===== src/rtl/pdm_stream_printer_pkg.sv =====
// Shared constants and types for the PDM capture / UART streaming block.
package pdm_stream_printer_pkg;

  // UART command bytes.
  localparam logic [7:0] CmdStart = 8'h53;  // 'S'
  localparam logic [7:0] CmdStop  = 8'h50;  // 'P'
  localparam logic [7:0] CmdClear = 8'h43;  // 'C'

  // Header byte sent at the start of every frame.
  localparam logic [7:0] SyncByte = 8'hA5;

  // Transmit sequencer states.
  typedef enum logic [1:0] {
    StIdle = 2'd0,
    StSync = 2'd1,
    StData = 2'd2,
    StHold = 2'd3
  } tx_state_e;

  // Number of sample events needed to fill one byte.
  function automatic int unsigned events_per_byte(input int unsigned lines);
    return 8 / lines;
  endfunction

endpackage


===== src/rtl/pdm_stream_printer_fifo.sv =====
// Synchronous byte FIFO with async-cleared pointers; push and pop may share a cycle.
module pdm_byte_fifo #(
  parameter int unsigned Width = 8,
  parameter int unsigned Depth = 16
) (
  input  logic             clk,
  input  logic             rst_n,
  input  logic             push_i,
  input  logic [Width-1:0] wdata_i,
  input  logic             pop_i,
  output logic [Width-1:0] rdata_o,
  output logic             full_o,
  output logic             empty_o
);

  localparam int unsigned AddrW = $clog2(Depth);

  // Pointers carry one extra wrap bit to tell full from empty.
  logic [AddrW:0]   wptr_q, wptr_d;
  logic [AddrW:0]   rptr_q, rptr_d;
  logic [Width-1:0] mem_q [Depth];
  logic             do_push;
  logic             do_pop;

  assign empty_o = (wptr_q == rptr_q);
  assign full_o  = (wptr_q[AddrW] != rptr_q[AddrW]) &&
                   (wptr_q[AddrW-1:0] == rptr_q[AddrW-1:0]);

  // A pop frees a slot in the same cycle, so a push on a full FIFO still lands.
  assign do_pop  = pop_i && !empty_o;
  assign do_push = push_i && (!full_o || do_pop);

  assign rdata_o = mem_q[rptr_q[AddrW-1:0]];

  // Pointer advance.
  always_comb begin
    wptr_d = wptr_q;
    rptr_d = rptr_q;
    if (do_push) wptr_d = wptr_q + 1'b1;
    if (do_pop)  rptr_d = rptr_q + 1'b1;
  end

  // Pointer registers.
  always_ff @(posedge clk or negedge rst_n) begin
    if (!rst_n) begin
      wptr_q <= '0;
      rptr_q <= '0;
    end else begin
      wptr_q <= wptr_d;
      rptr_q <= rptr_d;
    end
  end

  // Storage array; contents are don't-care while the FIFO is empty.
  always_ff @(posedge clk) begin
    if (do_push) mem_q[wptr_q[AddrW-1:0]] <= wdata_i;
  end

endmodule


===== src/rtl/pdm_stream_printer.sv =====
// PDM microphone capture: clock generation, sampling, byte packing, buffering and
// framed streaming over the UART byte handshake, controlled by UART commands.
module pdm_stream_printer
  import pdm_stream_printer_pkg::*;
#(
  parameter int unsigned CLK_DIV    = 25,
  parameter int unsigned NUM_LINES  = 1,
  parameter int unsigned FIFO_DEPTH = 16,
  parameter int unsigned FRAME_LEN  = 32
) (
  input  logic                 clk,
  input  logic                 rst_n,
  output logic                 pdm_clk,
  input  logic [NUM_LINES-1:0] pdm_data,
  input  logic [7:0]           rx_data,
  input  logic                 new_rx_data,
  output logic [7:0]           tx_data,
  output logic                 new_tx_data,
  input  logic                 tx_busy,
  output logic                 enabled,
  output logic                 overflow,
  output logic [7:0]           drop_count
);

  localparam int unsigned      DivW       = $clog2(CLK_DIV);
  localparam logic [DivW-1:0]  DivLast    = DivW'(CLK_DIV - 1);
  localparam int unsigned      EvtPerByte = events_per_byte(NUM_LINES);
  localparam int unsigned      EvtW       = $clog2(EvtPerByte);
  localparam logic [EvtW-1:0]  EvtLast    = EvtW'(EvtPerByte - 1);
  localparam logic [7:0]       FrameLast  = 8'(FRAME_LEN - 1);

  // Command decode
  logic cmd_start, cmd_stop, cmd_clear;
  logic start_now;
  logic run;
  logic enabled_q, enabled_d;

  // Clock divider and capture
  logic [DivW-1:0]      div_q, div_d;
  logic                 pdm_clk_q, pdm_clk_d;
  logic                 sample_evt;
  logic [NUM_LINES-1:0] sync1_q, sync2_q;
  logic [NUM_LINES-1:0] line_bits;
  logic [7:0]           shift_q, shift_d, shift_next;
  logic [EvtW-1:0]      evt_cnt_q, evt_cnt_d;
  logic                 byte_push;

  // Buffer and overflow tracking
  logic       fifo_pop;
  logic       fifo_full;
  logic       fifo_empty;
  logic [7:0] fifo_rdata;
  logic       drop;
  logic       overflow_q, overflow_d;
  logic [7:0] drop_cnt_q, drop_cnt_d;

  // Transmit sequencer
  tx_state_e  state_q, state_d;
  logic [7:0] frame_cnt_q, frame_cnt_d;
  logic       sync_done_q, sync_done_d;
  logic [7:0] tx_data_q, tx_data_d;
  logic       new_tx_q, new_tx_d;

  assign cmd_start = new_rx_data && (rx_data == CmdStart);
  assign cmd_stop  = new_rx_data && (rx_data == CmdStop);
  assign cmd_clear = new_rx_data && (rx_data == CmdClear);
  assign start_now = cmd_start && !enabled_q;
  // A stop command halts capture in the cycle it arrives, not one cycle later.
  assign run       = enabled_q && !cmd_stop;

  // Enable flag follows start/stop commands.
  always_comb begin
    enabled_d = enabled_q;
    if (cmd_stop) begin
      enabled_d = 1'b0;
    end else if (cmd_start) begin
      enabled_d = 1'b1;
    end
  end

  // Divider: toggles pdm_clk every CLK_DIV cycles; the toggle cycle is also the sample point.
  always_comb begin
    div_d      = div_q;
    pdm_clk_d  = pdm_clk_q;
    sample_evt = 1'b0;
    if (!run) begin
      div_d     = '0;
      pdm_clk_d = 1'b0;
    end else if (div_q == DivLast) begin
      div_d      = '0;
      pdm_clk_d  = !pdm_clk_q;
      sample_evt = 1'b1;
    end else begin
      div_d = div_q + 1'b1;
    end
  end

  // Line 0 lands in the most significant position of each NUM_LINES-bit chunk.
  always_comb begin
    line_bits = '0;
    for (int i = 0; i < NUM_LINES; i++) begin
      line_bits[NUM_LINES-1-i] = sync2_q[i];
    end
  end

  assign shift_next = (shift_q << NUM_LINES) | 8'(line_bits);

  // Packer: pdm_clk always restarts low, so the first event is an odd-channel
  // (rising-half) sample and byte alignment follows from it.
  always_comb begin
    shift_d   = shift_q;
    evt_cnt_d = evt_cnt_q;
    byte_push = 1'b0;
    if (!run) begin
      shift_d   = '0;
      evt_cnt_d = '0;
    end else if (sample_evt) begin
      shift_d = shift_next;
      if (evt_cnt_q == EvtLast) begin
        evt_cnt_d = '0;
        byte_push = 1'b1;
      end else begin
        evt_cnt_d = evt_cnt_q + 1'b1;
      end
    end
  end

  // A same-cycle pop makes room, so only a push into a full FIFO without a pop is lost.
  assign drop = byte_push && fifo_full && !fifo_pop;

  // Sticky overflow flag and saturating drop counter.
  always_comb begin
    overflow_d = overflow_q;
    drop_cnt_d = drop_cnt_q;
    if (cmd_clear) begin
      overflow_d = 1'b0;
      drop_cnt_d = '0;
    end else if (drop) begin
      overflow_d = 1'b1;
      if (drop_cnt_q != 8'hFF) drop_cnt_d = drop_cnt_q + 1'b1;
    end
  end

  // TX sequencer: strobe and data are registered, so they appear the cycle after IDLE decides.
  always_comb begin
    state_d     = state_q;
    frame_cnt_d = frame_cnt_q;
    sync_done_d = sync_done_q;
    tx_data_d   = tx_data_q;
    new_tx_d    = 1'b0;
    fifo_pop    = 1'b0;
    unique case (state_q)
      StIdle: begin
        if (!tx_busy && !fifo_empty) begin
          new_tx_d = 1'b1;
          if (frame_cnt_q == 8'd0 && !sync_done_q) begin
            state_d   = StSync;
            tx_data_d = SyncByte;
          end else begin
            // Head is stable until StData pops it.
            state_d   = StData;
            tx_data_d = fifo_rdata;
          end
        end
      end
      StSync: begin
        sync_done_d = 1'b1;
        state_d     = StHold;
      end
      StData: begin
        fifo_pop = 1'b1;
        if (frame_cnt_q == FrameLast) begin
          frame_cnt_d = '0;
          sync_done_d = 1'b0;
        end else begin
          frame_cnt_d = frame_cnt_q + 1'b1;
        end
        state_d = StHold;
      end
      // Gives the UART one cycle to raise tx_busy.
      StHold: state_d = StIdle;
      default: state_d = StIdle;
    endcase
    if (start_now) begin
      frame_cnt_d = '0;
      sync_done_d = 1'b0;
    end
  end

  // Two-flop synchroniser for the asynchronous mic data lines.
  always_ff @(posedge clk or negedge rst_n) begin
    if (!rst_n) begin
      sync1_q <= '0;
      sync2_q <= '0;
    end else begin
      sync1_q <= pdm_data;
      sync2_q <= sync1_q;
    end
  end

  // Control, capture and overflow state.
  always_ff @(posedge clk or negedge rst_n) begin
    if (!rst_n) begin
      enabled_q  <= 1'b0;
      div_q      <= '0;
      pdm_clk_q  <= 1'b0;
      shift_q    <= '0;
      evt_cnt_q  <= '0;
      overflow_q <= 1'b0;
      drop_cnt_q <= '0;
    end else begin
      enabled_q  <= enabled_d;
      div_q      <= div_d;
      pdm_clk_q  <= pdm_clk_d;
      shift_q    <= shift_d;
      evt_cnt_q  <= evt_cnt_d;
      overflow_q <= overflow_d;
      drop_cnt_q <= drop_cnt_d;
    end
  end

  // Transmit sequencer state and registered UART outputs.
  always_ff @(posedge clk or negedge rst_n) begin
    if (!rst_n) begin
      state_q     <= StIdle;
      frame_cnt_q <= '0;
      sync_done_q <= 1'b0;
      tx_data_q   <= '0;
      new_tx_q    <= 1'b0;
    end else begin
      state_q     <= state_d;
      frame_cnt_q <= frame_cnt_d;
      sync_done_q <= sync_done_d;
      tx_data_q   <= tx_data_d;
      new_tx_q    <= new_tx_d;
    end
  end

  pdm_byte_fifo #(
    .Width (8),
    .Depth (FIFO_DEPTH)
  ) u_fifo (
    .clk     (clk),
    .rst_n   (rst_n),
    .push_i  (byte_push),
    .wdata_i (shift_next),
    .pop_i   (fifo_pop),
    .rdata_o (fifo_rdata),
    .full_o  (fifo_full),
    .empty_o (fifo_empty)
  );

  assign pdm_clk     = pdm_clk_q;
  assign tx_data     = tx_data_q;
  assign new_tx_data = new_tx_q;
  assign enabled     = enabled_q;
  assign overflow    = overflow_q;
  assign drop_count  = drop_cnt_q;

endmodule

===== config.mk =====
export PLATFORM = sky130hd
export DESIGN_NAME = pdm_stream_printer
export DESIGN_NICKNAME = d
export VERILOG_FILES = /design/src/rtl/pdm_stream_printer_pkg.sv /design/src/rtl/pdm_stream_printer_fifo.sv /design/src/rtl/pdm_stream_printer.sv
export SDC_FILE = /design/constraint.sdc
export NUM_CORES = 1
export LEC_CHECK = 0
export BUFFER_PORTS_ARGS = -buffer_cell sky130_fd_sc_hd__clkbuf_2
export CORE_MARGIN = 5
export CORE_UTILIZATION = 25
export DETAILED_ROUTE_END_ITERATION = 16
export GPL_ROUTABILITY_DRIVEN = 0
export SETUP_SLACK_MARGIN = 0.5
export SLEW_MARGIN = 15
export SYNTH_ARGS = -nofsm -noshare
export SYNTH_HDL_FRONTEND = slang
export SYNTH_SLANG_ARGS = --single-unit

===== constraint.sdc =====
create_clock -name clk -period 3.09 [get_ports clk]
set_input_delay 0.7725 -clock clk [delete_from_list [all_inputs] [get_ports clk]]
set_output_delay 0.7725 -clock clk [all_outputs]
set_load 0.005 [all_outputs]

== Yosys cells after proc, flatten, opt, wreduce, memory -nomap -nowiden ==
Memories as Yosys holds them, arrays and structs flattened.
Index checks and enable logic that the tools add are counted.

* Add/sub/neg operators: 6
* Equal/unequal tests: 17
* Muxes and demuxes: 36
* Bitwise gates (word level): 1
* Reduce and logical (&&, ||, !) cells: 32

{| class="wikitable"
|+ Operator list
! operator !! count
|-
| $mux W8 || 7
|-
| $eq A8 B7 Y1 const B || 3
|-
| $mux W1 || 18
|-
| $add A8 B1 Y8 const B || 2
|-
| $add A5 B1 Y5 const B || 3
|-
| $mux W7 || 2
|-
| $logic_and A1 B1 Y1 || 12
|-
| $mux W5 || 2
|-
| $mux W3 || 3
|-
| $eq A8 B5 Y1 const B || 1
|-
| $logic_not A1 Y1 || 8
|-
| $logic_not A8 Y1 || 1
|-
| $ne A8 B8 Y1 const B || 1
|-
| $or A8 B1 Y8 || 1
|-
| $reduce_bool A2 Y1 || 4
|-
| $pmux W2 S3 || 1
|-
| $reduce_and A2 Y1 || 3
|-
| $eq A5 B5 Y1 || 1
|-
| $eq A5 B5 Y1 const B || 1
|-
| $eq A2 B2 Y1 const B || 2
|-
| $eq A4 B4 Y1 || 1
|-
| $mux W2 || 2
|-
| $ne A2 B1 Y1 const B || 2
|-
| $add A3 B1 Y3 const B || 1
|-
| other kinds (10) || 10
|}

* Register bits: 58
* Bits in writable memories: 128
* Input port bits: 13
* Output and inout bits: 20
* Word-level logic and storage cells: 109
* Memories kept: 1

{| class="wikitable"
|+ Memories
! name !! depth !! bits a word !! rd ports !! clocked after Yosys merged registers in !! write ports !! line !! source
|-
| u_fifo.mem_q || 16 || 8 || 1 || 0 || 1 || pdm_stream_printer_fifo.sv:21 || <nowiki>logic [Width-1:0] mem_q [Depth];</nowiki>
|}

== Logic depth before layout (Yosys ltp) ==
* Depth after elaboration: 11
* Depth in mapped cells: 8
* Gate-level depth less buffers: 7

== Modules after synthesis ==
A second synthesis with hierarchy kept.

* Cell total of the unflattened synthesis: 505
* Area, all modules: 7906.3 µm²

{| class="wikitable"
|+ By module, submodules not included
! module !! times used !! cells an instance !! area an instance (µm²) !! seq. area each (µm²)
|-
| pdm_byte_fifo || 1 || 269 || 5547.8 || 4093.9
|-
| pdm_stream_printer || 1 || 236 || 2358.5 || 1201.2
|}

== Worst setup path after synthesis ==
No wires, ideal clock.

* Path type: input -> register
* From: in new_rx_data
* To: mem u_fifo.mem_q[0][0] (enable)
* Setup time: 0.395 ns
* Arrival time: 2.430 ns
* Required time: 2.695 ns
* Setup slack: 0.265 ns
* Cell stages on the path: 6
* Cells stage by stage: or4b_1 buf_2 o41ai_4 a211oi_2 buf_2 nor4bb_1

* Word-level cells in the longest chain between the ends: 9

{| class="wikitable"
|+ RTL lines
! element !! line !! source
|-
| from (decl) || pdm_stream_printer.sv:16 || <nowiki>input logic new_rx_data,</nowiki>
|-
| $logic_and A1 B1 Y1 * || pdm_stream_printer.sv:65 || <nowiki>assign cmd_stop = new_rx_data && (rx_data == CmdStop);</nowiki>
|-
| $logic_not A1 Y1 * || pdm_stream_printer.sv:69 || <nowiki>assign run = enabled_q && !cmd_stop;</nowiki>
|-
| $logic_and A1 B1 Y1 * || pdm_stream_printer.sv:69 ||
|-
| $mux W1 || pdm_stream_printer.sv:86 || <nowiki>if (!run) begin</nowiki>
|-
| $mux W1 || pdm_stream_printer.sv:117 || <nowiki>end else if (sample_evt) begin</nowiki>
|-
| $mux W1 * || pdm_stream_printer.sv:114 || <nowiki>if (!run) begin</nowiki>
|-
| $logic_and A1 B1 Y1 * || pdm_stream_printer_fifo.sv:31 || <nowiki>assign do_push = push_i && (!full_o || do_pop);</nowiki>
|-
| $mux W1 * || pdm_stream_printer_fifo.sv:56 || <nowiki>if (do_push) mem_q[wptr_q[AddrW-1:0]] <= wdata_i;</nowiki>
|-
| $mux W1 (not written as such) * || pdm_stream_printer_fifo.sv:56 ||
|-
| to (decl) || pdm_stream_printer_fifo.sv:21 ||
|}

Mark *: on every way between the ends. The rest lies on a longest branch, timed or not.

== Final worst setup path ==
* From: reg div_q[0]
* To: mem u_fifo.mem_q[3][1] (enable)

* Word-level cells in the longest chain between the ends: 8

{| class="wikitable"
|+ RTL lines
! element !! line !! source
|-
| from (decl) || pdm_stream_printer.sv:39 || <nowiki>logic [DivW-1:0] div_q, div_d;</nowiki>
|-
| from (signal assigned) || pdm_stream_printer.sv:213 || <nowiki>div_q <= div_d;</nowiki>
|-
| $eq A5 B5 Y1 || pdm_stream_printer.sv:89 || <nowiki>end else if (div_q == DivLast) begin</nowiki>
|-
| $mux W1 || pdm_stream_printer.sv:89 ||
|-
| $mux W1 || pdm_stream_printer.sv:86 ||
|-
| $mux W1 || pdm_stream_printer.sv:117 ||
|-
| $mux W1 || pdm_stream_printer.sv:114 ||
|-
| $logic_and A1 B1 Y1 || pdm_stream_printer_fifo.sv:31 ||
|-
| $mux W1 || pdm_stream_printer_fifo.sv:56 ||
|-
| $mux W1 (not written as such) || pdm_stream_printer_fifo.sv:56 ||
|}

No other way between the ends.

==> PnR_summary.wiki <==
{| class="wikitable"
! Metric !! Value
|-
| Outcome || finished, final reports clean
|-
| Critical path endpoint category || flop
|-
| Antenna-violating nets left || 0
|-
| Proportion of synthesized chip area in sequential cells || 0.6729
|-
| DR WL/cell || 16.60 um
|-
| Antenna cell count || 0
|-
| Starting density of the core || 0.2513
|-
| Number of buffers added on ports || 32
|-
| Type of the worst setup path || reg -> reg
|-
| Share of synthesized area spent on multiplexers || 0.09254
|-
| Post-synth ARST share || 0.3118
|-
| Wire length on met2 || 7.853 mm
|-
| Die height || 187.4 um
|-
| Count of pins over their slew limit || 0
|-
| Final period utilization || 0.7751
|-
| Area share of and/or/nand/nor cells after synthesis || 0.1086
|-
| Cell count of the worst reg-to-reg path || 7
|-
| Classification of the worst-slack hold path || reg -> reg
|-
| Number of nets in the finished design || 595
|-
| Largest fanout on the critical path || 8
|-
| Maximum number of pins on one net before global-route repair || 59
|-
| Most frequent standard cell in the layout excluding fill and tap cells || sky130_fd_sc_hd__edfxtp_1
|-
| Most frequent cells in the layout || sky130_fd_sc_hd__edfxtp_1, sky130_fd_sc_hd__dfrtp_1, sky130_fd_sc_hd__nand2_1
|-
| Standard-cell row count || 65
|-
| Crit path arrival time || 2.45 ns
|-
| Drt pass-1 iters || 4
|-
| Endpoint of the lowest-slack register-to-register path || u_fifo.mem_q[3][1]$_DFFE_PP_
|-
| Startpoint of the lowest-slack register-to-register path || div_q[0]$_DFF_PN0_
|-
| Buffer type at the clock tree root || sky130_fd_sc_hd__clkbuf_16
|-
| Synthesis warning total || 0
|-
| Worst slack after detailed placement || -0.008924 ns
|-
| Final hold violations || 0
|-
| Compound-cell area share of the yosys netlist || 0.06217
|-
| Max frequency || 417.6 MHz
|-
| Leak pwr || 3.570 nW
|-
| Utilization after layout || 0.2954
|-
| Final total power || 6.382 mW
|-
| Cell Area, Synth || 7869 um^2
|-
| Setup repair after global routing missed its margin || false
|-
| Number of unique standard cell types used by synthesis || 51
|-
| Layout-stage area growth over the synthesis result || 17.54%
|-
| Number of sinks driven by the clock tree || 186
|-
| Post-placement cell area || 8623 um^2
|-
| Top layer used by detailed routing || met4
|-
| Worst-case register-to-register setup slack || 0.70 ns
|-
| Worst Max-Slew Pin Slew || 0.7892 ns
|-
| Die outline area || 35120 um^2
|-
| CTS H-tree lvls || 4
|-
| Clock network latency to the later pin of the worst-skew pair || 0.43 ns
|-
| Worst supply voltage drop on vdd || 270.9 uV
|-
| Number of antenna violations at the first check in global routing || 0
|-
| Final worst clock skew || 0.01502 ns
|-
| Nature of the critical path startpoint || flop
|-
| Clock tree from TritonCTS || built
|-
| Clock-pin slew of the registers on the worst-case setup and hold paths || 0.07 ns
|-
| Post-CTS Hold Buffers || 0
|-
| Total wirelength of the detailed-routed design || 16.30 mm
|-
| Number of cells produced by synthesis || 521
|-
| Total global routing track utilization || 0.09737
|-
| Least setup slack across all paths after layout || 0.6951 ns
|-
| Worst Setup EP || u_fifo.mem_q[3][1]$_DFFE_PP_
|-
| Final setup violation count || 0
|-
| Overall overflow remaining after global route || 0
|-
| Average instance area after synthesis || 15.10 um^2
|-
| Synth Net Count || 549
|-
| Global-route wire length before repair || 26.59 mm
|-
| Final HPWL DP || 10.54 mm
|-
| Maximum clock path buffer count || 2
|-
| Ratio of total power to cell area || 690.1 nW/um^2
|-
| Adder-Cell Fraction of Synth Area || 0.02385
|-
| Share of final-layout standard cells stronger than drive strength 1 || 0.2379
|-
| Required time worst endpoint || 3.15 ns
|-
| Post-route met1 wirelength || 7.688 mm
|-
| Core region area || 31310 um^2
|-
| Max_slew headroom || 0.4710
|-
| TritonCTS Buffers || 17
|-
| Critical Path Source || div_q[0]$_DFF_PN0_
|-
| Area of all placed cells without fillers || 9249 um^2
|-
| Vias in the first global route || 4616
|-
| Routed length on met3 || 429 um
|-
| Number of cells on the worst hold path || 0
|-
| Most common flop cell mapped by yosys || sky130_fd_sc_hd__edfxtp_1
|-
| Number of placed I/O pins || 33
|-
| Share of the synthesized netlist area taken by xor and xnor gates || 0.02003
|-
| Vias/cell || 4.459
|-
| Clock period minus worst slack || 2.395 ns
|-
| Max Cap Viol || 0
|-
| Hold Worst Slack || 0.3493 ns
|-
| Register bit count reported by yosys || 186
|-
| Die span in x || 187.4 um
|-
| Total number of vias || 4379
|-
| DRT iter0 DRCs || 327
|-
| Combinational family with the most area after synthesis || simple AND/OR/NAND/NOR gates
|-
| EDFF count, synth || 128
|-
| Drc violations || 0
|}
[worst min-delay path by stage]
stage	slack (ns)	from	to
finish	0.35	sync1_q$_DFF_PN0_	line_bits$_DFF_PN0_
global route	0.36	sync1_q$_DFF_PN0_	line_bits$_DFF_PN0_
CTS	0.35	sync1_q$_DFF_PN0_	line_bits$_DFF_PN0_
detailed placement	0.34	sync1_q$_DFF_PN0_	line_bits$_DFF_PN0_
global placement	0.34	sync1_q$_DFF_PN0_	line_bits$_DFF_PN0_
floorplan	0.33	sync1_q$_DFF_PN0_	line_bits$_DFF_PN0_
[metrics by stage]
step	std cells	setup TNS, ns
3_5_place_dp	949	-0.06764
3_3_place_gp	949	0
5_1_grt	982	0
2_1_floorplan	521	0
6_report	982	0
4_1_cts	982	0
[critical path, stage by stage (launching register included)]
cell and delay (ns):
sky130_fd_sc_hd__dfrtp_1 0.41, sky130_fd_sc_hd__inv_1 0.07, sky130_fd_sc_hd__ha_1 0.17, sky130_fd_sc_hd__and4b_1 0.22, sky130_fd_sc_hd__nand2_1 0.10, sky130_fd_sc_hd__a211oi_2 0.31
sky130_fd_sc_hd__nand2_1 0.14, sky130_fd_sc_hd__nor3_2 0.62
[layer usage]
metal  up-vias  track usage
met5         -            0
met3        17      0.02053
met1      2209       0.1306
met4         0      0.04235
li1       2089            -
met2        64       0.1532
[timing repair]
action / in CTS / in global routing
endpoints found under the setup margin: 12 / 0
hold endpoints to repair: 0 / 0
resized for setup: 1 / 0
buffers inserted: 1 / 0
[area by class of cell]
| cell class | count | area (um^2) |
|---|---|---|
| clock buffers | 22 | 528.0 |
| flip-flops and latches | 186 | 5298 |
| multi-input cells | 296 | 2484 |
| inverters | 17 | 63.81 |
| repair buffers | 49 | 300.3 |
| well taps | 402 | 503.0 |
| fillers | 3066 | 22060 |
| clock inverters | 10 | 72.57 |
[cell families (layout without fill, tap and decap cells)]
logic type,count (synthesis),after routing
AOI/OAI and AO/OA,75,75
xor gates and xnor gates,18,18
adders and majority gates,15,15
buffers and inverters,39,98
DFF,186,186
muxes,36,36
and+or+nand+nor,152,152
[flip-flops by register name, summed over array words and instances (netlist names)]
name	count
sync1_q	1
evt_cnt_q	3
drop_count	8
sync_done_q	1
tx_data	8
u_fifo.mem_q	128
frame_cnt_q	8
new_tx_data	1
u_fifo.wptr_q	5
line_bits	1
div_q	5
enabled	1
pdm_clk	1
state_q	2
shift_q	7
u_fifo.rptr_q	5
overflow	1
[Yosys cell counts, types with 2 or more instances]
cell                        instances  area share
sky130_fd_sc_hd__nand2_1           41       0.020
sky130_fd_sc_hd__nand3_1           10      0.0064
sky130_fd_sc_hd__a21oi_1           29       0.018
sky130_fd_sc_hd__buf_1              4      0.0019
sky130_fd_sc_hd__nand3b_1           3      0.0029
sky130_fd_sc_hd__inv_1             17      0.0081
sky130_fd_sc_hd__and2_1             3      0.0024
sky130_fd_sc_hd__dfrtp_1           58        0.18
sky130_fd_sc_hd__nand2b_1           7      0.0056
sky130_fd_sc_hd__or3_1              8      0.0064
sky130_fd_sc_hd__xnor2_1            9       0.010
sky130_fd_sc_hd__mux2_2             4      0.0057
sky130_fd_sc_hd__nand4_1            5      0.0040
sky130_fd_sc_hd__or4_1              4      0.0038
sky130_fd_sc_hd__clkbuf_1          10      0.0048
sky130_fd_sc_hd__nand4b_1           2      0.0022
sky130_fd_sc_hd__a211oi_1           3      0.0029
sky130_fd_sc_hd__nor2_1            17      0.0081
sky130_fd_sc_hd__o21ai_0           15      0.0095
sky130_fd_sc_hd__o31ai_1            2      0.0019
sky130_fd_sc_hd__a22oi_1            9      0.0086
sky130_fd_sc_hd__xor2_1             9       0.010
sky130_fd_sc_hd__ha_1              15       0.024
sky130_fd_sc_hd__and3_1            18       0.014
sky130_fd_sc_hd__buf_2              8      0.0051
sky130_fd_sc_hd__a2111oi_0          3      0.0033
sky130_fd_sc_hd__mux4_2            29       0.083
sky130_fd_sc_hd__mux2i_1            3      0.0038
sky130_fd_sc_hd__or4b_1             2      0.0025
sky130_fd_sc_hd__nor4_1             5      0.0040
sky130_fd_sc_hd__o22a_1             4      0.0045
sky130_fd_sc_hd__edfxtp_1         128        0.49
sky130_fd_sc_hd__nor4_4             2      0.0054
sky130_fd_sc_hd__nor3_1             5      0.0032
sky130_fd_sc_hd__nor2b_1           14       0.011
[power breakdown]
part	switching, mW	internal, mW	total, mW	leakage [nW]
registers	0.114	2.79	2.90	2.19
clock network	0.944	1.23	2.17	0.299
logic	0.771	0.539	1.31	1.08
No activity file was read; power rests on OpenSTA's default activity.
